`src/rtl/deadtime_generator.sv`:
```
// deadtime_generator: two-leg bridge gate driver with dead-time insertion and shoot-through fault latch
module deadtime_generator #(
  parameter logic [7:0] DT_MIN  = 8'd10,
  parameter logic [2:0] ILL_MAX = 3'd4
) (
  input  logic       i_clock,
  input  logic       i_RESET,
  input  logic [3:0] i_MOSFET,
  input  logic [7:0] i_deadtime,
  input  logic       i_enable,
  output logic [3:0] o_gate,
  output logic [1:0] o_dead,
  output logic       o_fault
);
  typedef enum logic [2:0] {OFF, DEAD_H, HIGH, DEAD_L, LOW} state_t;
  state_t     state   [2];
  state_t     state_n [2];
  logic [7:0] cnt     [2];
  logic [7:0] cnt_n   [2];
  logic [2:0] ill     [2];
  logic [2:0] ill_n   [2];
  logic [3:0] req;
  logic [3:0] gate_n;
  logic [1:0] dead_n;
  logic [7:0] dt_load;
  logic       fault_n;
  logic       kill;
  assign dt_load = (i_deadtime > DT_MIN) ? i_deadtime : DT_MIN;
  always_comb begin
    fault_n = o_fault;
    for (int n = 0; n < 2; n++) begin
      ill_n[n] = (req[n] & req[n+2]) ? ((ill[n] >= ILL_MAX) ? ill[n] : ill[n] + 3'd1) : 3'd0;
      fault_n  = fault_n | (ill_n[n] >= ILL_MAX);
    end
  end
  // Fault is looked at in its next-cycle value so the gates drop on the same edge it latches
  always_comb begin
    kill    = fault_n | ~i_enable;
    state_n = state;
    cnt_n   = cnt;
    gate_n  = 4'b0000;
    dead_n  = 2'b00;
    for (int n = 0; n < 2; n++) begin
      if (kill || !(req[n] | req[n+2])) begin
        state_n[n] = OFF;
        cnt_n[n]   = 8'd0;
      end else if (req[n] & req[n+2]) begin
        if ((state[n] == DEAD_H || state[n] == DEAD_L) && cnt[n] > 8'd1)
          cnt_n[n] = cnt[n] - 8'd1;
      end else begin
        case (state[n])
          OFF: begin
            state_n[n] = req[n] ? DEAD_H : DEAD_L;
            cnt_n[n]   = dt_load;
          end
          HIGH: if (req[n+2]) begin
            state_n[n] = DEAD_L;
            cnt_n[n]   = dt_load;
          end
          LOW: if (req[n]) begin
            state_n[n] = DEAD_H;
            cnt_n[n]   = dt_load;
          end
          DEAD_H: begin
            state_n[n] = req[n+2] ? LOW : (cnt[n] <= 8'd1) ? HIGH : DEAD_H;
            cnt_n[n]   = (req[n+2] || cnt[n] <= 8'd1) ? 8'd0 : cnt[n] - 8'd1;
          end
          DEAD_L: begin
            state_n[n] = req[n] ? HIGH : (cnt[n] <= 8'd1) ? LOW : DEAD_L;
            cnt_n[n]   = (req[n] || cnt[n] <= 8'd1) ? 8'd0 : cnt[n] - 8'd1;
          end
          default: state_n[n] = OFF;
        endcase
      end
      gate_n[n]   = state_n[n] == HIGH;
      gate_n[n+2] = state_n[n] == LOW;
      dead_n[n]   = state_n[n] == DEAD_H || state_n[n] == DEAD_L;
    end
  end
  always_ff @(posedge i_clock or negedge i_RESET) begin
    if (!i_RESET) begin
      req     <= 4'b0000;
      state   <= '{default: OFF};
      cnt     <= '{default: 8'd0};
      ill     <= '{default: 3'd0};
      o_gate  <= 4'b0000;
      o_dead  <= 2'b00;
      o_fault <= 1'b0;
    end else begin
      req     <= i_MOSFET;
      state   <= state_n;
      cnt     <= cnt_n;
      ill     <= ill_n;
      o_gate  <= gate_n;
      o_dead  <= dead_n;
      o_fault <= fault_n;
    end
  end
endmodule

```
`config.mk`:
```
export PLATFORM = sky130hd
export DESIGN_NAME = deadtime_generator
export DESIGN_NICKNAME = d
export VERILOG_FILES = /design/src/rtl/deadtime_generator.sv
export SDC_FILE = /design/constraint.sdc
export NUM_CORES = 1
export LEC_CHECK = 0
export ABC_CLOCK_PERIOD_IN_PS = 2970
export CAP_MARGIN = 20
export CORE_MARGIN = 4
export CORE_UTILIZATION = 25
export CTS_CLUSTER_SIZE = 20
export DETAILED_ROUTE_END_ITERATION = 8
export SETUP_SLACK_MARGIN = 0.1
export SLEW_MARGIN = 20
export SYNTH_ARGS = -nofsm -noshare
export SYNTH_HDL_FRONTEND = slang
export SYNTH_SLANG_ARGS = --single-unit
export TNS_END_PERCENT = 50
```
`constraint.sdc`:
```
create_clock -name i_clock -period 2.97 [get_ports i_clock]
set_clock_uncertainty 0.05 [all_clocks]
set_input_delay 0.594 -clock i_clock [delete_from_list [all_inputs] [get_ports i_clock]]
set_output_delay 0.594 -clock i_clock [all_outputs]
set_load 0.01 [all_outputs]
```
After elaboration in Yosys (flattened, before gate mapping). Index checks and enable logic that the tools add are counted.

Flip-flop bits (word level): 39. Input port bits: 15. Output and inout port bits: 7. Logic and storage cells: 114.

Add/subtract/negate cells: 4. Magnitude comparators: 9. Equal/unequal tests: 22. Multiplexer cells: 41. Bitwise gates (word level): 8. Reductions and logical operators: 20.

Operator list (count): $mux W8 (15); $pmux W8 S5 (2); $mux W3 (18); $pmux W3 S5 (2); $eq A3 B2 Y1 const B (8); $gt A8 B1 Y1 const B (2); $le A8 B1 Y1 const B (2); $ne A4 B4 Y1 const B (4); $sub A8 B1 Y8 const B (2); $reduce_bool A7 Y1 (2); $eq A3 B1 Y1 const B (4); $eq A3 B3 Y1 const B (4); $ge A3 B3 Y1 const B (4); $logic_or A1 B1 Y1 (10); $gt A8 B4 Y1 const B (1); $mux W2 (4); $reduce_and A4 Y1 (2); $add A3 B1 Y3 const B (2); $logic_not A3 Y1 (2); $or A1 B1 Y1 (5); $ne A3 B1 Y1 const B (1); $ne A3 B2 Y1 const B (1); $and A1 B1 Y1 (2); $logic_and A1 B1 Y1 (2); 2 further kinds (3).

Longest topological paths before layout.
Word-level depth: 11. Depth in mapped cells: 9. Depth with buffers taken out: 8.

Least setup slack after synthesis. No wires, ideal clock.

Kind: flip-flop to flip-flop. Start: reg ill[3] (netlist name). End: reg cnt[0] (netlist name). Library setup time: 0.125 ns. Arrival: 2.063 ns. Data required time: 2.795 ns. Setup slack: 0.732 ns. Cell stages (with the launch flop): 9. Path buffers: 2. Period minus slack after synthesis: 2.238 ns. Path through: dfrtp_1 ha_1 o211a_1 buf_6 nor4_4 nand2_4 and2_4 buf_6 mux2_4.

RTL lines: start: declaration (RTL line 20) `logic [2:0] ill [2];`; start signal: assignment (RTL line 93) `ill <= ill_n;`; end signal: assignment (RTL line 92) `cnt <= cnt_n;`; end: declaration (RTL line 18) `logic [7:0] cnt [2];`.

Worst setup path after layout.
Start: reg ill[3] (netlist name). End: reg cnt[7] (netlist name).

Word-level cells in the longest chain between the ends: 10. Elaborated cells between the ends (all ways): 15. Classes of those cells: add/sub (1); order compare (2); eq/ne (3); mux (3); bitwise (3); reduce/logical (3).

Ends and longest elaborated chain: $add A3 B1 Y3 or $ge A3 B3 Y1 (tied branches) (RTL line 32) `ill_n[n] = (req[n] & req[n+2]) ? ((ill[n] >= ILL_MAX) ? ill[n] : ill[n] + 3'd1) : 3'd0;`; $mux W3 * (2 in a row) (RTL line 32); $ge A3 B3 Y1 * (RTL line 33) `fault_n = fault_n | (ill_n[n] >= ILL_MAX);`; $or A1 B1 Y1 * (2 in a row) (RTL line 33); $or A1 B1 Y1 * (RTL line 38) `kill = fault_n | ~i_enable;`; $logic_or A1 B1 Y1 * (RTL line 44) `if (kill || !(req[n] | req[n+2])) begin`; $ne A4 B4 Y1 (no line) (tied with other cells); $reduce_and A4 Y1 (no line).

Every way passes the cells marked *; elsewhere a longest branch is shown, timed or not. A chain may end at the register's enable or synchronous reset.

==> metrics <==
Die X=111 um; Slowest-stage cell, CP=nor4_4; Psw=0.571 mW; Post-Synth Simple-Gate Area=24.6%; first drt pass iteration count=4; core box area=10300 um2; Max Root-Sink Buffers=2; PD cells=559 nW/um2; Layout area overhead=17.0%; Buf/Inv on CP=0; Worst R2R End=cnt[7]; total number of vias=2256; Die Y=111 um; mux contribution to synthesized area=2.27%; crit end category=flip-flop; # clock sinks=39; sequential power share=38.7%; Finished Cell Area=3100 um2; synth unique cells=67; Filler cells=1070; Post-Route Setup TNS=0 ns; delay-heaviest family, CP=compound AO/OA/AOI/OAI gates; Levels on crit path=6; Final Cycle Share=81.1%; Post-Syn Area=2650 um2; crit path DAT=2.59 ns; cell taking the most area after synthesis=dfrtp_1; power share of the clock group=30.7%; Syn. warnings=0; flops & latches, synth=39; post-synthesis average cell area=9.52 um2; Lkg Pwr=1.27 nW; synth top area cells=dfrtp_1 (37%), ha_1 (3.8%), nor4_4 (3.2%), a32o_1 (3.0%), nor2_1 (2.8%); internal power=1.16 mW; crit path to=cnt[7]; CP Class=flip-flop to flip-flop; Least-Margin Pin Slew=0.893 ns; EDFF count, synth=0; io pins=22; worst-path maximum fanout=9; Post-CTS Resized=0; reg2reg path depth=6; Vias per Instance=5.22; Syn Nets=301; HPWL Detailed=4.70 mm; Post-Syn Instances=278; Most used DFF post-synth=dfrtp_1; ANT cells=0; Buffers on Ports=21; cts bufs inserted=5; asr flop ratio synth=100%; antenna violations before repair=0; Total Routing Usage GR=10.5%; Register-to-Register Setup Slack=0.56 ns; HP Class=input port to async pin; Setup crit start kind=flip-flop; Slew Viols, Final=0; crit path time final=2.41 ns; DR DRC count=0; die area=12300 um2; row count=37; Synth Area in Compound Gates=25.1%; Remaining Overflow, GRT=0; Clock Latency Late Sink=0.30 ns; H-tree lvl count=2; overall routed net length=6.36 mm; Finished Core Util=30.0%; top-count cell post-synth=dfrtp_1; first-pass GRT wire length=10.9 mm; vias in the first global route=2165; largest family of logic cells by synthesized area=compound AO/OA/AOI/OAI gates; XOR/XNOR share of the synthesized area=1.65%; Setup Fix Bufs, Post-CTS=0; hold_ws=0.366 ns; relative slew slack=40.5%; Adder-Cell Fraction of Synth Area=3.78%; outcome=finished, final reports clean; CTS tree=yes; largest net degree at the start of global routing=40; sequential share of the synthesized area=36.9%; proportion of layout cells with a drive suffix above 1=12.5%; RSZ-0062 raised after global routing=false; crit path launch=ill[3]; r2r startpoint=ill[3]; CP required=3.15 ns; endpoints failing setup=0; CP Cell Sequence=ha_1 > o211a_1 > nor4_4 > a31oi_2 > o41ai_2 > a22o_1; Worst VDD drop=0.263 mV; worst stage delay on the critical path=0.58 ns; Avg WL per Cell=14.7 um; fmax=0.415 GHz; Initial DRC Count=162; total of max-cap violations=0; Initial Util=25.6%; DP Area=2970 um2; Placer Congestion=0.813; synth cell count leaders=dfrtp_1 (39), nor2_1 (20), nand2_1 (19), inv_1 (16), o21ai_0 (11); # nets final=318; top cell type's share of synthesized area=36.9%; Detail Route Antenna Nets=0; Net Sw Frac=33.0%; Final Hold Fails=0; hold buffers post-CTS=0; CTS root buffer=clkbuf_8; Clock transition at path regs=0.08 ns; Comb pwr share=30.6%
[layout by cell type, fill, tap and decap left out, types with 3 or more instances in the layout]
master / Yosys / layout
o2bb2ai_1: 3 / 3
nor4_1: 4 / 4
o21ai_0: 11 / 11
buf_4: 1 / 4
nand3_1: 5 / 5
a22o_2: 3 / 3
nor3b_1: 4 / 4
a22o_1: 4 / 4
or3_1: 3 / 3
nor2_1: 20 / 20
nand2b_1: 10 / 10
o211ai_1: 7 / 7
o22ai_1: 7 / 7
a21oi_1: 5 / 5
a31oi_1: 5 / 5
clkbuf_8: 0 / 5
ha_1: 8 / 8
a32o_1: 8 / 8
nor3_1: 9 / 9
o32a_1: 4 / 4
dfrtp_1: 39 / 39
or2_2: 3 / 3
nor4_4: 4 / 4
mux2i_1: 3 / 3
nand2_1: 19 / 19
clkdlybuf4s50_1: 0 / 20
inv_1: 16 / 16
a22oi_1: 3 / 3
nor2b_1: 7 / 7
xor2_1: 3 / 3
[worst reg2reg max path: cells and delay by family (launching register included)]
kind / cells / cell delay (ns)
AO/OA/AOI/OAI: 4 / 1.10
adder cells (fa/ha/maj): 1 / 0.21
flip-flops: 1 / 0.41
AND/OR/NAND/NOR: 1 / 0.58
[metrics by stage]
| stage | power, mW | cells | setup slack [ns] |
|---|---|---|---|
| 6_report | 1.73 | 432 | 0.562 |
| 5_1_grt | 1.84 | 432 | 0.375 |
| 4_1_cts | 1.74 | 432 | 0.553 |
| 3_5_place_dp | 1.21 | 424 | 0.329 |
| 3_3_place_gp | 1.20 | 424 | 0.358 |
| 2_1_floorplan | 1.05 | 278 | 0.732 |
[routing by layer]
| layer | up-vias | share of wire [%] | track usage, % |
|---|---|---|---|
| li1 | 1080 | - | - |
| met1 | 1098 | 47 | 14.6 |
| met2 | 65 | 48 | 16.2 |
| met3 | 13 | 3.9 | 2.78 |
| met4 | 0 | 1.8 | 2.79 |
| met5 | - | 0 | 0 |
[worst min path at each step]
stage | cells past startpoint | slack [ns] | start | end
final | 1 | 0.37 | i_RESET | o_gate[1]
after global routing | 1 | 0.44 | i_RESET | o_gate[3]
after CTS | 1 | 0.40 | i_RESET | o_gate[1]
after detailed placement | 1 | 0.46 | cnt[12] | cnt[12]
after global placement | 1 | 0.47 | cnt[12] | cnt[12]
after floorplan | 0 | 0.25 | i_RESET | cnt[0]
[power groups by stage]
stage | logic, mW | registers (mW) | clock network, mW
after floorplan | 0.409 | 0.645 | 0
after global routing | 0.588 | 0.683 | 0.566
final | 0.530 | 0.671 | 0.532
after global placement | 0.522 | 0.680 | 0
after detailed placement | 0.525 | 0.680 | 0
after CTS | 0.530 | 0.670 | 0.541
[final cells by class]
type,instances,area (um2),area share (%)
clock inverter,2,60.1,1.94
clock buffer,6,72.6,2.34
timing repair buffer,25,235,7.59
inverter,17,63.8,2.06
tap,136,170,5.49
sequential,39,976,31.5
multi-input combinational,207,1520,49.1
[sequential cells by signal, indices dropped and copies added, names as in the netlist]
register and count:
req 4, ill 6, o_fault 1, cnt 16
o_gate 4, o_dead 2, state 6
[kinds of logic (layout without fill, tap and decap cells)]
kind of cell	after synthesis	in the layout
buffers and inverters	32	50
DFF	39	39
muxes	5	5
xor gates and xnor gates	5	5
AOI/OAI and AO/OA	83	83
adders and majority gates	8	8
and+or+nand+nor	106	106
No activity file was read; power rests on OpenSTA's default activity.
